$ cat src/rtl/matricula_pkg.sv
// rtl/matricula_pkg.sv - shared constants and segment table for the registration-number display
package matricula_pkg;

    localparam int NDIG    = 6;
    localparam int DIGIT_W = 4;
    localparam int IDX_W   = 3;
    localparam int VAL_W   = NDIG * DIGIT_W;

    localparam logic [6:0] SEG_BLANK = 7'h7F;
    localparam logic [6:0] SEG_DASH  = 7'h3F;

    // Active-low {g,f,e,d,c,b,a} patterns, element [n] is BCD digit n.
    localparam logic [9:0][6:0] SEG_TABLE = {
        7'b0010000,   // 9
        7'b0000000,   // 8
        7'b1111000,   // 7
        7'b0000010,   // 6
        7'b0010010,   // 5
        7'b0011001,   // 4
        7'b0110000,   // 3
        7'b0100100,   // 2
        7'b1111001,   // 1
        7'b1000000    // 0
    };

endpackage

$ cat src/rtl/bcd_seg_decoder.sv
// rtl/bcd_seg_decoder.sv - BCD nibble to active-low 7-segment pattern, dash for 10..15
module bcd_seg_decoder
    import matricula_pkg::*;
(
    input  logic [DIGIT_W-1:0] bcd,
    output logic [6:0]         seg_n
);

    // Table lookup for 0..9; anything else is not a decimal digit and shows a dash.
    always_comb begin
        seg_n = SEG_DASH;
        if (bcd <= 4'd9) begin
            seg_n = SEG_TABLE[bcd];
        end
    end

endmodule

$ cat src/rtl/matricula_scan_ctrl.sv
// rtl/matricula_scan_ctrl.sv - six-digit multiplexed 7-segment scan controller with frame-aligned shadow
module matricula_scan_ctrl
    import matricula_pkg::*;
#(
    parameter int PRESCALE = 50000,
    parameter int CNT_W    = 16
) (
    input  logic             clk,
    input  logic             rst_n,
    input  logic             en,
    input  logic             load,
    input  logic [VAL_W-1:0] matricula,
    output logic [NDIG-1:0]  an_n,
    output logic [6:0]       seg_n,
    output logic             frame_done
);

    localparam logic [CNT_W-1:0] PS_LAST  = CNT_W'(PRESCALE - 1);
    localparam logic [IDX_W-1:0] IDX_LAST = IDX_W'(NDIG - 1);

    logic [CNT_W-1:0] prescaler;
    logic [IDX_W-1:0] idx;
    logic [VAL_W-1:0] pend_val;
    logic [VAL_W-1:0] shadow;
    logic             pending;

    logic             tick;
    logic             frame_end;
    logic             xfer;
    logic [DIGIT_W-1:0] nibble;
    logic [6:0]       dec_seg;
    logic [NDIG-1:0]  digit_sel;

    assign tick      = en && (prescaler == PS_LAST);
    assign frame_end = tick && (idx == IDX_LAST);
    // Shadow may only change when no frame is mid-scan: at the frame boundary or while dark.
    assign xfer      = frame_end || !en;
    assign digit_sel = NDIG'(1) << idx;

    // Dwell counter; held at zero while disabled so a re-enabled scan gets a full first dwell.
    always_ff @(posedge clk or negedge rst_n) begin
        if (!rst_n) begin
            prescaler <= '0;
        end else if (!en || tick) begin
            prescaler <= '0;
        end else begin
            prescaler <= prescaler + CNT_W'(1);
        end
    end

    // Digit position, advances once per dwell and wraps after the rightmost digit.
    always_ff @(posedge clk or negedge rst_n) begin
        if (!rst_n) begin
            idx <= '0;
        end else if (!en) begin
            idx <= '0;
        end else if (tick) begin
            idx <= (idx == IDX_LAST) ? '0 : idx + IDX_W'(1);
        end
    end

    // Pending/shadow pair: loads park in pend_val, a load on the transfer edge bypasses it.
    always_ff @(posedge clk or negedge rst_n) begin
        if (!rst_n) begin
            pend_val <= '0;
            pending  <= 1'b0;
            shadow   <= '0;
        end else if (xfer) begin
            if (load) begin
                shadow   <= matricula;
                pend_val <= matricula;
            end else if (pending) begin
                shadow <= pend_val;
            end
            pending <= 1'b0;
        end else if (load) begin
            pend_val <= matricula;
            pending  <= 1'b1;
        end
    end

    // Nibble of the shadow for the current position; position 0 is the leftmost digit.
    always_comb begin
        nibble = '0;
        case (idx)
            3'd0:    nibble = shadow[23:20];
            3'd1:    nibble = shadow[19:16];
            3'd2:    nibble = shadow[15:12];
            3'd3:    nibble = shadow[11:8];
            3'd4:    nibble = shadow[7:4];
            3'd5:    nibble = shadow[3:0];
            default: nibble = '0;
        endcase
    end

    bcd_seg_decoder u_dec (
        .bcd   (nibble),
        .seg_n (dec_seg)
    );

    // Registered pin drivers so the display sees glitch-free anode/segment changes.
    always_ff @(posedge clk or negedge rst_n) begin
        if (!rst_n) begin
            an_n       <= '1;
            seg_n      <= SEG_BLANK;
            frame_done <= 1'b0;
        end else if (!en) begin
            an_n       <= '1;
            seg_n      <= SEG_BLANK;
            frame_done <= 1'b0;
        end else begin
            an_n       <= ~digit_sel;
            seg_n      <= dec_seg;
            frame_done <= frame_end;
        end
    end

endmodule

$ cat config.mk
export PLATFORM = sky130hd
export DESIGN_NAME = matricula_scan_ctrl
export DESIGN_NICKNAME = d
export VERILOG_FILES = /design/src/rtl/matricula_pkg.sv /design/src/rtl/bcd_seg_decoder.sv /design/src/rtl/matricula_scan_ctrl.sv
export SDC_FILE = /design/constraint.sdc
export NUM_CORES = 1
export LEC_CHECK = 0
export CAP_MARGIN = 20
export CORE_AREA = 2 2 106 108
export DETAILED_ROUTE_END_ITERATION = 10
export DIE_AREA = 0 0 108 110
export REMOVE_ABC_BUFFERS = 1
export SYNTH_ARGS = -nofsm -noshare
export SYNTH_HDL_FRONTEND = slang
export SYNTH_SLANG_ARGS = --single-unit
$ cat constraint.sdc
create_clock -name clk -period 3.4 [get_ports clk]
set_input_delay 1.02 -clock clk [delete_from_list [all_inputs] [get_ports clk]]
set_output_delay 1.02 -clock clk [all_outputs]
set_load 0.02 [all_outputs]
# After elaboration in Yosys (flattened, before gate mapping)
# Memory sizes are Yosys's and may differ from the RTL's.
# Index checks and enable logic that the tools add are counted.
dict set report totals {
  word_cells 45
  mem_bits_ro 112
  memories 1
  reg_bits 82
}
dict set report classes {
  n_lt_le_gt_ge 2
  addsub 2
  shifts 1
  n_eq_ne 7
  reduce_logical 9
  bitwise_logic 1
  mux 14
}
# name words width read_ports rd_clocked_by_memory_dff wr line
set mem_list {}
lappend mem_list {{(name not given)} 16 7 1 0 0 bcd_seg_decoder.sv:13} ;# seg_n = SEG_TABLE[bcd];
# op n
set op_table {}
lappend op_table {{24-bit 2-to-1 mux} 2}
lappend op_table {{4-bit case mux with 6 select lines} 1}
lappend op_table {{7-bit 2-to-1 mux} 3}
lappend op_table {{16-bit by 1-bit adder with 16-bit output, second input constant} 1}
lappend op_table {{16-bit equality test, second input constant} 1}
lappend op_table {{16-bit 2-to-1 mux} 1}
lappend op_table {{3-bit 2-to-1 mux} 3}
lappend op_table {{3-bit by 2-bit equality test with 1-bit output, second input constant} 2}
lappend op_table {{3-bit equality test, second input constant} 2}
lappend op_table {{6-bit 2-to-1 mux} 1}
lappend op_table {{6-bit NOT} 1}
lappend op_table {{1-bit by 3-bit << shifter with 6-bit output, first input constant} 1}
lappend op_table {{4-bit by 5-bit < comparator with 1-bit output, second input constant} 1}
lappend op_table {{4-bit <= comparator, second input constant} 1}
lappend op_table {{2-bit nonzero test} 2}
lappend op_table {{3-bit by 1-bit adder with 3-bit output, second input constant} 1}
lappend op_table {{3-bit by 1-bit equality test with 1-bit output, second input constant} 1}
lappend op_table {{3-bit zero test} 1}
lappend op_table {{1-bit 2-to-1 mux} 3}
lappend op_table {{1-bit logical AND} 2}
lappend op_table {{1-bit logical OR} 2}
lappend op_table {{2-bit by 1-bit inequality test with 1-bit output, second input constant} 1}
lappend op_table {{2-bit AND reduction} 1}
lappend op_table {{1-bit zero test} 1}

# Logic depth before layout (Yosys ltp)
# Gate-level depths: netlist (run 1).
dict set report logic_depth {
  depth_word 6
  ltp_mapped 12
}

# Hierarchy
# From an unflattened synthesis (run 1), not the netlist that was laid out.
dict set report hier_totals {
  hier_cells 284
  area_unflattened_um2 3677.3
}
# module seq_area_each_um2 cells_each instances area_per_inst_um2
set by_module_without_submodules {}
lappend by_module_without_submodules {matricula_scan_ctrl 2068.2 259 1 3462.1}
lappend by_module_without_submodules {bcd_seg_decoder 0.0 25 1 215.2}

# Least setup slack after synthesis (run 1)
# OpenSTA, ideal clock, no wires.
dict set report synth_timing {
  path_kind {register to register}
  startpoint {register idx[0]}
  endpoint {register seg_n[4]}
  t_required_ps 3328
  setup_slack_ps 828
  setup_time_ps 72
  arrival_ps 2501
  stages_incl_launch_ff 13
  cell_sequence {dfrtp_1 -> clkbuf_1 -> buf_2 -> and2_1 -> ha_1 -> and2_1 -> a2111oi_2 -> inv_1 -> ha_1 -> nor2_1 -> inv_1 -> o211a_1 -> o21ai_1}
}
dict set report synth_between {
  elab_chain_len 6
  elab_cells_between_ends 12
  cone_classes {order compare: 1; eq/ne: 5; mux: 4; reduce/logical: 1; memory: 1}
}
# item line
set synth_rtl {}
lappend synth_rtl {{from (decl)} matricula_scan_ctrl.sv:22} ;# logic [IDX_W-1:0] idx;
lappend synth_rtl {{from (signal assigned)} matricula_scan_ctrl.sv:58} ;# idx <= (idx == IDX_LAST) ? '0 : idx + IDX_W'(1);
lappend synth_rtl {{3-bit equality test (tied with other cells)} matricula_scan_ctrl.sv:85} ;# case (idx)
lappend synth_rtl {{4-bit case mux with 6 select lines *} matricula_scan_ctrl.sv:85}
lappend synth_rtl {{memory 16 x 7 bit} --}
lappend synth_rtl {{7-bit 2-to-1 mux (not written as such)} bcd_seg_decoder.sv:13}
lappend synth_rtl {{7-bit 2-to-1 mux *} bcd_seg_decoder.sv:12} ;# if (bcd <= 4'd9) begin
lappend synth_rtl {{7-bit 2-to-1 mux *} matricula_scan_ctrl.sv:107} ;# end else if (!en) begin
lappend synth_rtl {{to (signal assigned)} matricula_scan_ctrl.sv:113} ;# seg_n <= dec_seg;
lappend synth_rtl {{to (decl)} matricula_scan_ctrl.sv:14} ;# output logic [6:0] seg_n,
# Mark *: on every way between the ends. The rest lies on a longest branch, timed or not. The select of a mux whose other input is x is not followed.
# A chain may end at the register's enable or synchronous reset.

# Final worst setup path (run 1)
dict set report layout_timing {
  startpoint {register idx[2]}
  endpoint {register seg_n[4]}
}
# The elaborated chain is that of the path after synthesis.

==> impl_metrics.json, run 1 <==
{
  "clockBufferDepth": 2,
  "post_drt_via_cell_ratio": 4.85,
  "fin_total_pwr_uw": 2120,
  "cts-root-buf": "clkbuf_8",
  "hold_ws_ps": 451,
  "startpoint": "idx[2]",
  "worst-path-buf-inv": 4,
  "cts.sinks": 82,
  "grt_pass1_vias": 2338,
  "grt_setup_unrepaired": "false",
  "grt_pass1_wl_um": 11700,
  "setup.worst_path.class": "flip-flop to flip-flop",
  "grt_max_degree": 83,
  "synth_edf_count": 0,
  "clk_pin_slew_ps": 80,
  "relSlewSlack_pct": 61.0,
  "crit_cells": 11,
  "die-area_um2": 11900,
  "critPathTopFamily": "compound AO/OA/AOI/OAI gates",
  "antenna_found_initial": 0,
  "arrival_ps": 2940,
  "syn_area_per_cell_um2": 13.1,
  "drc": 0,
  "cts_setup_buffers": 0,
  "p_clk_share_pct": 28.3,
  "antenna_cells": 0,
  "max_stage_delay_ps": 600,
  "yosysTopAreaCellShare_pct": 46.6,
  "cap_violations": 0,
  "vdd_drop_max_mv": 0.254,
  "cp_max_fo": 14,
  "report.final.slew_viol_count": 0,
  "finalCriticalPeriod_ps": 2670,
  "pin_count": 42,
  "avgRoutedWirePerCell_um": 14.3,
  "fin_skew_ps": 12.9,
  "cp-end-kind": "flip-flop",
  "synth_ff_type": "dfrtp_1",
  "cts_buffers": 9,
  "required_ps": 3680,
  "place.gp.congestion": 0.752,
  "dpl_worst_slack_ps": 756,
  "detail_route.iter0.violations": 90,
  "status": "finished clean",
  "cp-endpoint": "seg_n[4]",
  "period_share_pct": 78.5,
  "leakagePower_uw": 0.00190,
  "final_common_cell": "dfrtp_1",
  "final_cell_mix": "69 x dfrtp_1, 40 x clkdlybuf4s50_1, 30 x mux2_2",
  "cts_tree": "done",
  "hold_violations": 0,
  "start_kind": "flip-flop",
  "die_x_um": 108,
  "wl_um": 6780,
  "layout-drive-gt1-share_pct": 27.9,
  "combPwrFrac_pct": 18.0,
  "p_per_area_nw_per_um2": 477,
  "nFillCells": 1029,
  "areaGrowthSynthToFinish_pct": 20.3,
  "async_flop_share_pct": 100,
  "worstRegToRegCells": 11,
  "crit_chain": "inv_1 -> ha_1 -> and2_1 -> a2111oi_2 -> buf_4 -> inv_1 -> ha_1 -> nor2_1 -> inv_1 -> o211a_1 -> o21ai_1",
  "dp.final_hpwl_um": 4650,
  "clock_latency_ps": 350,
  "io_buffer_count": 41,
  "vias": 2294,
  "antenna_left": 0,
  "cts-resized-gates": 0,
  "hold_buffers": 0,
  "setup_viol": 0,
  "num-nets-final": 363,
  "r2r_slack_ps": 730,
  "p_sw_uw": 556,
  "p_int_uw": 1570,
  "worst_pin_slew_ps": 586,
  "synth_area_leaders": "dfrtp_1 47%, dfstp_2 9.2%, mux2_2 9.1%",
  "grt_use_total_pct": 12.8,
  "htree_levels": 3,
  "netlist_instances": 282,
  "fmax_mhz": 375,
  "reg2reg_from": "idx[2]",
  "fin_cells": 473,
  "placementRows": 38,
  "synth_cell_types": 44,
  "start_util_pct": 34.6,
  "grt_overflow": 0,
  "hold_class": "flip-flop to flip-flop",
  "slowest_stage": "dfrtp_1",
  "r2r_end": "seg_n[4]",
  "tns_ps": 0,
  "crit_top_cell": "inv_1",
  "p_seq_share_pct": 53.7,
  "setup_slack_ps": 732,
  "ys_ff_latch": 82,
  "dieHeight_um": 110,
  "ys.warnings.count": 0,
  "netlist_area_um2": 3710,
  "post-place-cells": 456,
  "ys_seq_area_share_pct": 55.8,
  "core_um2": 10700,
  "drtPass1Iterations": 4,
  "yosysTopAreaCell": "dfrtp_1",
  "switching_share_pct": 26.2
}
==> stage by stage <==
stage	util (%)	instance area (µm²)
2_1_floorplan	-	3640
3_3_place_gp	39.9	4270
3_5_place_dp	39.9	4270
4_1_cts	41.4	4430
5_1_grt	41.7	4460
6_report	41.7	4460
==> flip-flops by register name, indices dropped and copies added, names as in the netlist <==
signal	cells
pend_val	24
shadow	24
prescaler	16
seg_n	7
an_n	6
idx	3
frame_done	1
pending	1
==> area by class of cell <==
| cell class | count | area [µm²] | share of cell area, % |
|---|---|---|---|
| inverters | 7 | 26.3 | 0.590 |
| multi-input cells | 180 | 1540 | 34.6 |
| clock buffers | 10 | 128 | 2.86 |
| clock inverters | 6 | 35.0 | 0.786 |
| flip-flops and latches | 82 | 2070 | 46.4 |
| repair buffers | 48 | 480 | 10.8 |
| well taps | 140 | 175 | 3.93 |
==> synth_stat cells (2+ instances only) <==
| master | n |
|---|---|
| xor2_1 | 5 |
| nand4_1 | 4 |
| o21ai_0 | 7 |
| dfrtp_1 | 69 |
| or3_1 | 4 |
| nor4b_1 | 2 |
| a21oi_1 | 5 |
| xnor2_1 | 7 |
| dfstp_2 | 13 |
| o2111ai_1 | 2 |
| inv_1 | 7 |
| and4bb_2 | 2 |
| mux2i_1 | 5 |
| nand2_1 | 10 |
| a21boi_0 | 2 |
| a21o_1 | 2 |
| buf_6 | 2 |
| mux2_2 | 30 |
| nor3_1 | 3 |
| ha_1 | 7 |
| nor2_1 | 22 |
| and3_1 | 6 |
| nand3_1 | 8 |
| clkbuf_1 | 8 |
| a221oi_1 | 3 |
| mux2_4 | 20 |
| buf_2 | 3 |
| nor2b_1 | 4 |
| and2_1 | 5 |
==> power groups by stage <==
| stage | logic (µW) | registers [µW] | clock network, µW |
|---|---|---|---|
| after global placement | 378 | 1160 | 0 |
| after floorplan | 221 | 1170 | 0 |
| after global routing | 421 | 1160 | 671 |
| after detailed placement | 383 | 1160 | 0 |
| final | 383 | 1140 | 601 |
| after CTS | 385 | 1140 | 624 |
==> per-layer routing <==
metal	part of all wire, %	global-route usage, %
met5	0	0
met4	1.3	3.57
met3	4.1	4.06
met2	46	20.1
met1	48	17.0
==> how the worst min path moves through the flow <==
stage                             from            to  slack (ps)  cells after the start
final                     prescaler[0]  prescaler[0]         450                      1
after global routing             rst_n  pend_val[14]         520                      1
after CTS                 prescaler[0]  prescaler[0]         460                      1
after detailed placement  prescaler[0]  prescaler[0]         440                      1
after global placement    prescaler[0]  prescaler[0]         440                      1
after floorplan           prescaler[0]  prescaler[0]         430                      1
==> kinds of logic after synthesis <==
family	synth area share, %
flops	55.8
simple gates	11.8
mux	18.6
compound gates	6.11
buf+inv	2.53
xor+xnor	2.84
fa+ha+maj	2.36
Power figures use the tool's default switching activity.
==> inputs of run 2 (changes only) <==
==> constraint.sdc (replaced) <==
create_clock -name clk -period 2.2 [get_ports clk]
set_input_delay 0.66 -clock clk [delete_from_list [all_inputs] [get_ports clk]]
set_output_delay 0.66 -clock clk [all_outputs]
set_load 0.02 [all_outputs]
==> impl_metrics.json, run 2 (synthesis results as in run 1) <==
{
  "drc": 0,
  "wl_um": 7170,
  "worst-path-buf-inv": 1,
  "htree_levels": 3,
  "p_sw_uw": 891,
  "grt_pass1_wl_um": 12000,
  "leakagePower_uw": 0.00206,
  "place.gp.congestion": 0.792,
  "antenna_left": 0,
  "grt_overflow": 0,
  "num-nets-final": 387,
  "drtPass1Iterations": 4,
  "core_um2": 10700,
  "clk_pin_slew_ps": 90,
  "pin_count": 42,
  "grt_use_total_pct": 13.2,
  "report.final.slew_viol_count": 0,
  "fin_skew_ps": 16.5,
  "crit_chain": "clkdlybuf4s50_1",
  "io_buffer_count": 41,
  "fmax_mhz": 467,
  "reg.largest.list": "pend_val: 24 flops, shadow: 24 flops, prescaler: 16 flops",
  "vdd_drop_max_mv": 0.304,
  "fin_total_pwr_uw": 3580,
  "period_share_pct": 97.4,
  "final_common_cell": "dfrtp_1",
  "slowest_stage": "clkdlybuf4s50_1",
  "combPwrFrac_pct": 18.7,
  "die-area_um2": 11900,
  "p_seq_share_pct": 49.2,
  "p_per_area_nw_per_um2": 749,
  "relSlewSlack_pct": 62.9,
  "placementRows": 38,
  "place_area_um2": 4430,
  "areaGrowthSynthToFinish_pct": 29.1,
  "hold_class": "input port to async pin",
  "clock_latency_ps": 360,
  "start_kind": "flip-flop",
  "grt_setup_unrepaired": "true",
  "switching_share_pct": 24.8,
  "cp_max_fo": 1,
  "dp.final_hpwl_um": 5010,
  "antenna_cells": 0,
  "grt_pass1_vias": 2410,
  "finalCriticalPeriod_ps": 2140,
  "cts_buffers": 9,
  "setup_viol": 0,
  "vias": 2358,
  "dieHeight_um": 110,
  "detail_route.iter0.violations": 86,
  "start_util_pct": 34.6,
  "hold_violations": 0,
  "hold_ws_ps": 234,
  "grt_max_degree": 37,
  "required_ps": 1540,
  "antenna_found_initial": 0,
  "tns_ps": 0,
  "cts-root-buf": "clkbuf_8",
  "cp-end-kind": "output pin",
  "worst_pin_slew_ps": 556,
  "fin_area_um2": 4790,
  "fin_cells": 497,
  "cap_violations": 0,
  "avgRoutedWirePerCell_um": 14.4,
  "p_int_uw": 2690,
  "post-place-cells": 475,
  "status": "finished clean",
  "max_stage_delay_ps": 610,
  "nFillCells": 985,
  "p_clk_share_pct": 32.1,
  "cts.sinks": 82,
  "setup.worst_path.class": "flip-flop to output pin",
  "layout-drive-gt1-share_pct": 37.5,
  "die_x_um": 108,
  "final_cell_mix": "67 x dfrtp_1, 40 x clkdlybuf4s50_1, 30 x mux2_2",
  "critPathTopFamily": "buffers and inverters",
  "post_drt_via_cell_ratio": 4.74,
  "clockBufferDepth": 2,
  "arrival_ps": 1480,
  "cts_tree": "done"
}
run 2: cell count changes in the layout (fill, tap and decap cells not counted), moves of 3 or more:
cell / before / now
buf_4: 7 / 29
clkinv_2: 4 / 1
ha_1: 7 / 4
clkbuf_8: 9 / 12
run 2: through the flow:
step           util (%)  worst slack, ps
2_1_floorplan         -             -254
3_3_place_gp       41.5             23.8
3_5_place_dp       41.5            -32.4
4_1_cts            43.6             5.54
5_1_grt            44.7            -33.4
6_report           44.7             57.5
run 2: power by group through the flow:
stage / clock [µW] / sequential [µW] / combinational [µW]
floorplan: 0 / 1800 / 341
global placement: 0 / 1790 / 602
detailed placement: 0 / 1790 / 612
CTS: 1190 / 1760 / 624
global route: 1250 / 1790 / 732
finish: 1150 / 1760 / 670
run 2: final timing paths:
kind                               from            to  slack [ps]  cells past startpoint
max in group asynchronous         rst_n       an_n[0]        1280                      2
hold reg to reg            prescaler[0]  prescaler[0]         460                      1
setup reg to reg                 idx[2]      seg_n[5]         110                      8
min in group clk           prescaler[0]  prescaler[0]         460                      1
hold / removal                    rst_n  pend_val[22]         230                      1
setup / recovery                an_n[2]       an_n[2]          60                      1
run 2: repair_timing:
item	4_1_cts	5_1_grt
setup buffers	1	5
resized for setup	1	21
hold buffers	0	0
pin swaps	1	7
setup endpoints to repair	5	7
run 2: final cells by class:
type	count	area (µm²)	share of cell area (%)
clock buffer	14	173	3.61
clock inverter	2	35.0	0.732
inverter	7	26.3	0.549
multi-input combinational	180	1640	34.2
sequential	82	2070	43.3
tap	140	175	3.66
timing repair buffer	72	669	14.0
run 2: metal layers:
metal | up-vias | part of all wire [%] | GRT usage [%] | routed length [µm]
li1 | 1135 | - | - | -
met1 | 1167 | 50 | 18.4 | 3580
met2 | 45 | 45 | 19.8 | 3200
met3 | 11 | 3.7 | 3.29 | 267
met4 | 0 | 1.7 | 5.49 | 125
met5 | - | 0 | 0 | 0
==> inputs of run 3 (changes only) <==
--- a/config.mk
+++ b/config.mk
@@ -6,9 +6,10 @@
 export NUM_CORES = 1
 export LEC_CHECK = 0
 export CAP_MARGIN = 20
-export CORE_AREA = 2 2 106 108
+export CORE_AREA = 2 2 86 88
 export DETAILED_ROUTE_END_ITERATION = 10
-export DIE_AREA = 0 0 108 110
+export DIE_AREA = 0 0 88 90
+export PLACE_DENSITY = 0.76
 export REMOVE_ABC_BUFFERS = 1
 export SYNTH_ARGS = -nofsm -noshare
 export SYNTH_HDL_FRONTEND = slang
==> constraint.sdc (replaced) <==
create_clock -name clk -period 2.1 [get_ports clk]
set_input_delay 0.63 -clock clk [delete_from_list [all_inputs] [get_ports clk]]
set_output_delay 0.63 -clock clk [all_outputs]
set_load 0.02 [all_outputs]
==> impl_metrics.json, run 3 (synthesis results as in run 1) <==
{
  "status": "finished with violations",
  "violations": "negative setup slack",
  "vdd_drop_max_mv": 0.617,
  "io_buffer_count": 41,
  "num-nets-final": 391,
  "place_area_um2": 4430,
  "final_common_cell": "dfrtp_1",
  "placementRows": 31,
  "vias": 2429,
  "cts-root-buf": "clkbuf_8",
  "avgRoutedWirePerCell_um": 15.6,
  "start_util_pct": 52.8,
  "grt_setup_unrepaired": "true",
  "slowest_stage": "dfrtp_2",
  "htree_levels": 3,
  "drtPass1Iterations": 4,
  "hold_ws_ps": 306,
  "grt_pass1_vias": 2502,
  "post_drt_via_cell_ratio": 5.28,
  "cts.sinks": 82,
  "place.gp.congestion": 0.783,
  "dp.final_hpwl_um": 4740,
  "fin_area_um2": 4890,
  "arrival_ps": 2380,
  "p_per_area_nw_per_um2": 766,
  "cap_violations": 0,
  "fmax_mhz": 473,
  "cp-end-kind": "flip-flop",
  "hold_buffers": 0,
  "hold_class": "input port to async pin",
  "fin_skew_ps": 10.6,
  "max_stage_delay_ps": 450,
  "grt_overflow": 0,
  "die-area_um2": 7920,
  "report.final.slew_viol_count": 0,
  "period_share_pct": 101,
  "antenna_cells": 0,
  "start_kind": "flip-flop",
  "die_x_um": 88,
  "pin_count": 42,
  "cp_max_fo": 4,
  "antenna_left": 0,
  "grt_use_total_pct": 19.4,
  "crit_chain": "buf_6 -> mux2_4 -> a221oi_4 -> and3_4 -> inv_2 -> ha_4 -> nor4b_4 -> a31oi_1",
  "wl_um": 7190,
  "cts_buffers": 9,
  "antenna_found_initial": 0,
  "clk_pin_slew_ps": 80,
  "hold_violations": 0,
  "layout-drive-gt1-share_pct": 41.3,
  "worst_pin_slew_ps": 510,
  "required_ps": 2370,
  "dieHeight_um": 90,
  "relSlewSlack_pct": 66.0,
  "setup.worst_path.class": "flip-flop to flip-flop",
  "reg.largest.list": "pend_val: 24 flops, shadow: 24 flops, prescaler: 16 flops",
  "setup_viol": 2,
  "grt_max_degree": 83,
  "drc": 0,
  "areaGrowthSynthToFinish_pct": 32.0,
  "core_um2": 7020,
  "final_cell_mix": "67 x dfrtp_1, 29 x mux2_2, 29 x buf_4",
  "detail_route.iter0.violations": 49,
  "clockBufferDepth": 2,
  "setup_slack_ps": -15.4,
  "leakagePower_uw": 0.00211,
  "cts_tree": "done",
  "clock_latency_ps": 350,
  "grt_pass1_wl_um": 11900,
  "finalCriticalPeriod_ps": 2120
}
[run 3: cell count changes in the layout (fill, tap and decap cells not counted), moves of 3 or more]
cell / before / now
clkdlybuf4s50_1: 40 / 27
dlygate4sd2_1: 0 / 7
dlymetal6s2s_1: 0 / 6
ha_4: 1 / 5
buf_6: 1 / 4
clkinvlp_4: 0 / 3
inv_1: 7 / 4
inv_2: 0 / 3
[run 3: final cells by class]
| cell class | instances | area (µm²) |
|---|---|---|
| Clock buffer | 10 | 138 |
| Inverter | 7 | 26.3 |
| Multi-Input combinational cell | 180 | 1740 |
| Timing Repair Buffer | 76 | 729 |
| Clock inverter | 6 | 66.3 |
| Fill cell | 484 | 2130 |
| Sequential cell | 82 | 2070 |
| Tap cell | 99 | 124 |
[run 3: stage by stage]
stage          util, %  instances  total power [µW]  TNS, ps  worst slack (ps)
3_5_place_dp      63.0        438              2520    -2860              -235
5_1_grt           69.7        460              3920     -472              -114
2_1_floorplan        -        269              2240    -2110              -354
4_1_cts           67.7        458              3710        0              1.02
3_3_place_gp      63.0        438              2490    -2490              -236
6_report          69.7        460              3750    -28.0             -15.4
[run 3: final timing paths]
| check | from | end | slack [ps] | cells past startpoint |
|---|---|---|---|---|
| worst min-delay path | rst_n | pend_val[15] | 310 | 2 |
| max in group asynchronous | rst_n | an_n[5] | 1460 | 2 |
| worst min register to register | prescaler[0] | prescaler[0] | 480 | 1 |
| worst max register to register | idx[0] | seg_n[5] | -20 | 8 |
| min in group clk | prescaler[0] | prescaler[0] | 480 | 1 |
| worst max-delay path | idx[0] | seg_n[5] | -20 | 8 |
[run 3: report_power, final]
group	leakage [µW]	internal, µW	total [µW]	switching [µW]
clock	0.0000945	581	1150	569
combinational	0.00103	426	748	322
sequential	0.000986	1770	1850	81.7
total	0.00211	2770	3750	973
[run 3: critical path: cells and delay by family (launching register included)]
kind | cells | cell delay, ps
AO/OA/AOI/OAI | 2 | 370
multiplexers | 1 | 300
buffers and inverters | 2 | 200
adder cells (fa/ha/maj) | 1 | 160
AND/OR/NAND/NOR | 2 | 550
flip-flops | 1 | 450
[run 3: routing by layer]
layer  vias up  track usage (%)  share of wire, %
met2        39             30.4                50
li1       1141                -                 -
met4         0             7.18               1.7
met5         -                0                 0
met1      1238             26.7                44
met3        11             3.76               3.4
[run 3: repair_timing]
| item | 4_1_cts | 5_1_grt |
|---|---|---|
| setup endpoints to repair | 13 | 20 |
| gates resized for setup | 30 | 26 |
| endpoints found under the hold margin | 0 | 0 |
| buffers inserted | 5 | 2 |
| pin swaps | 9 | 9 |
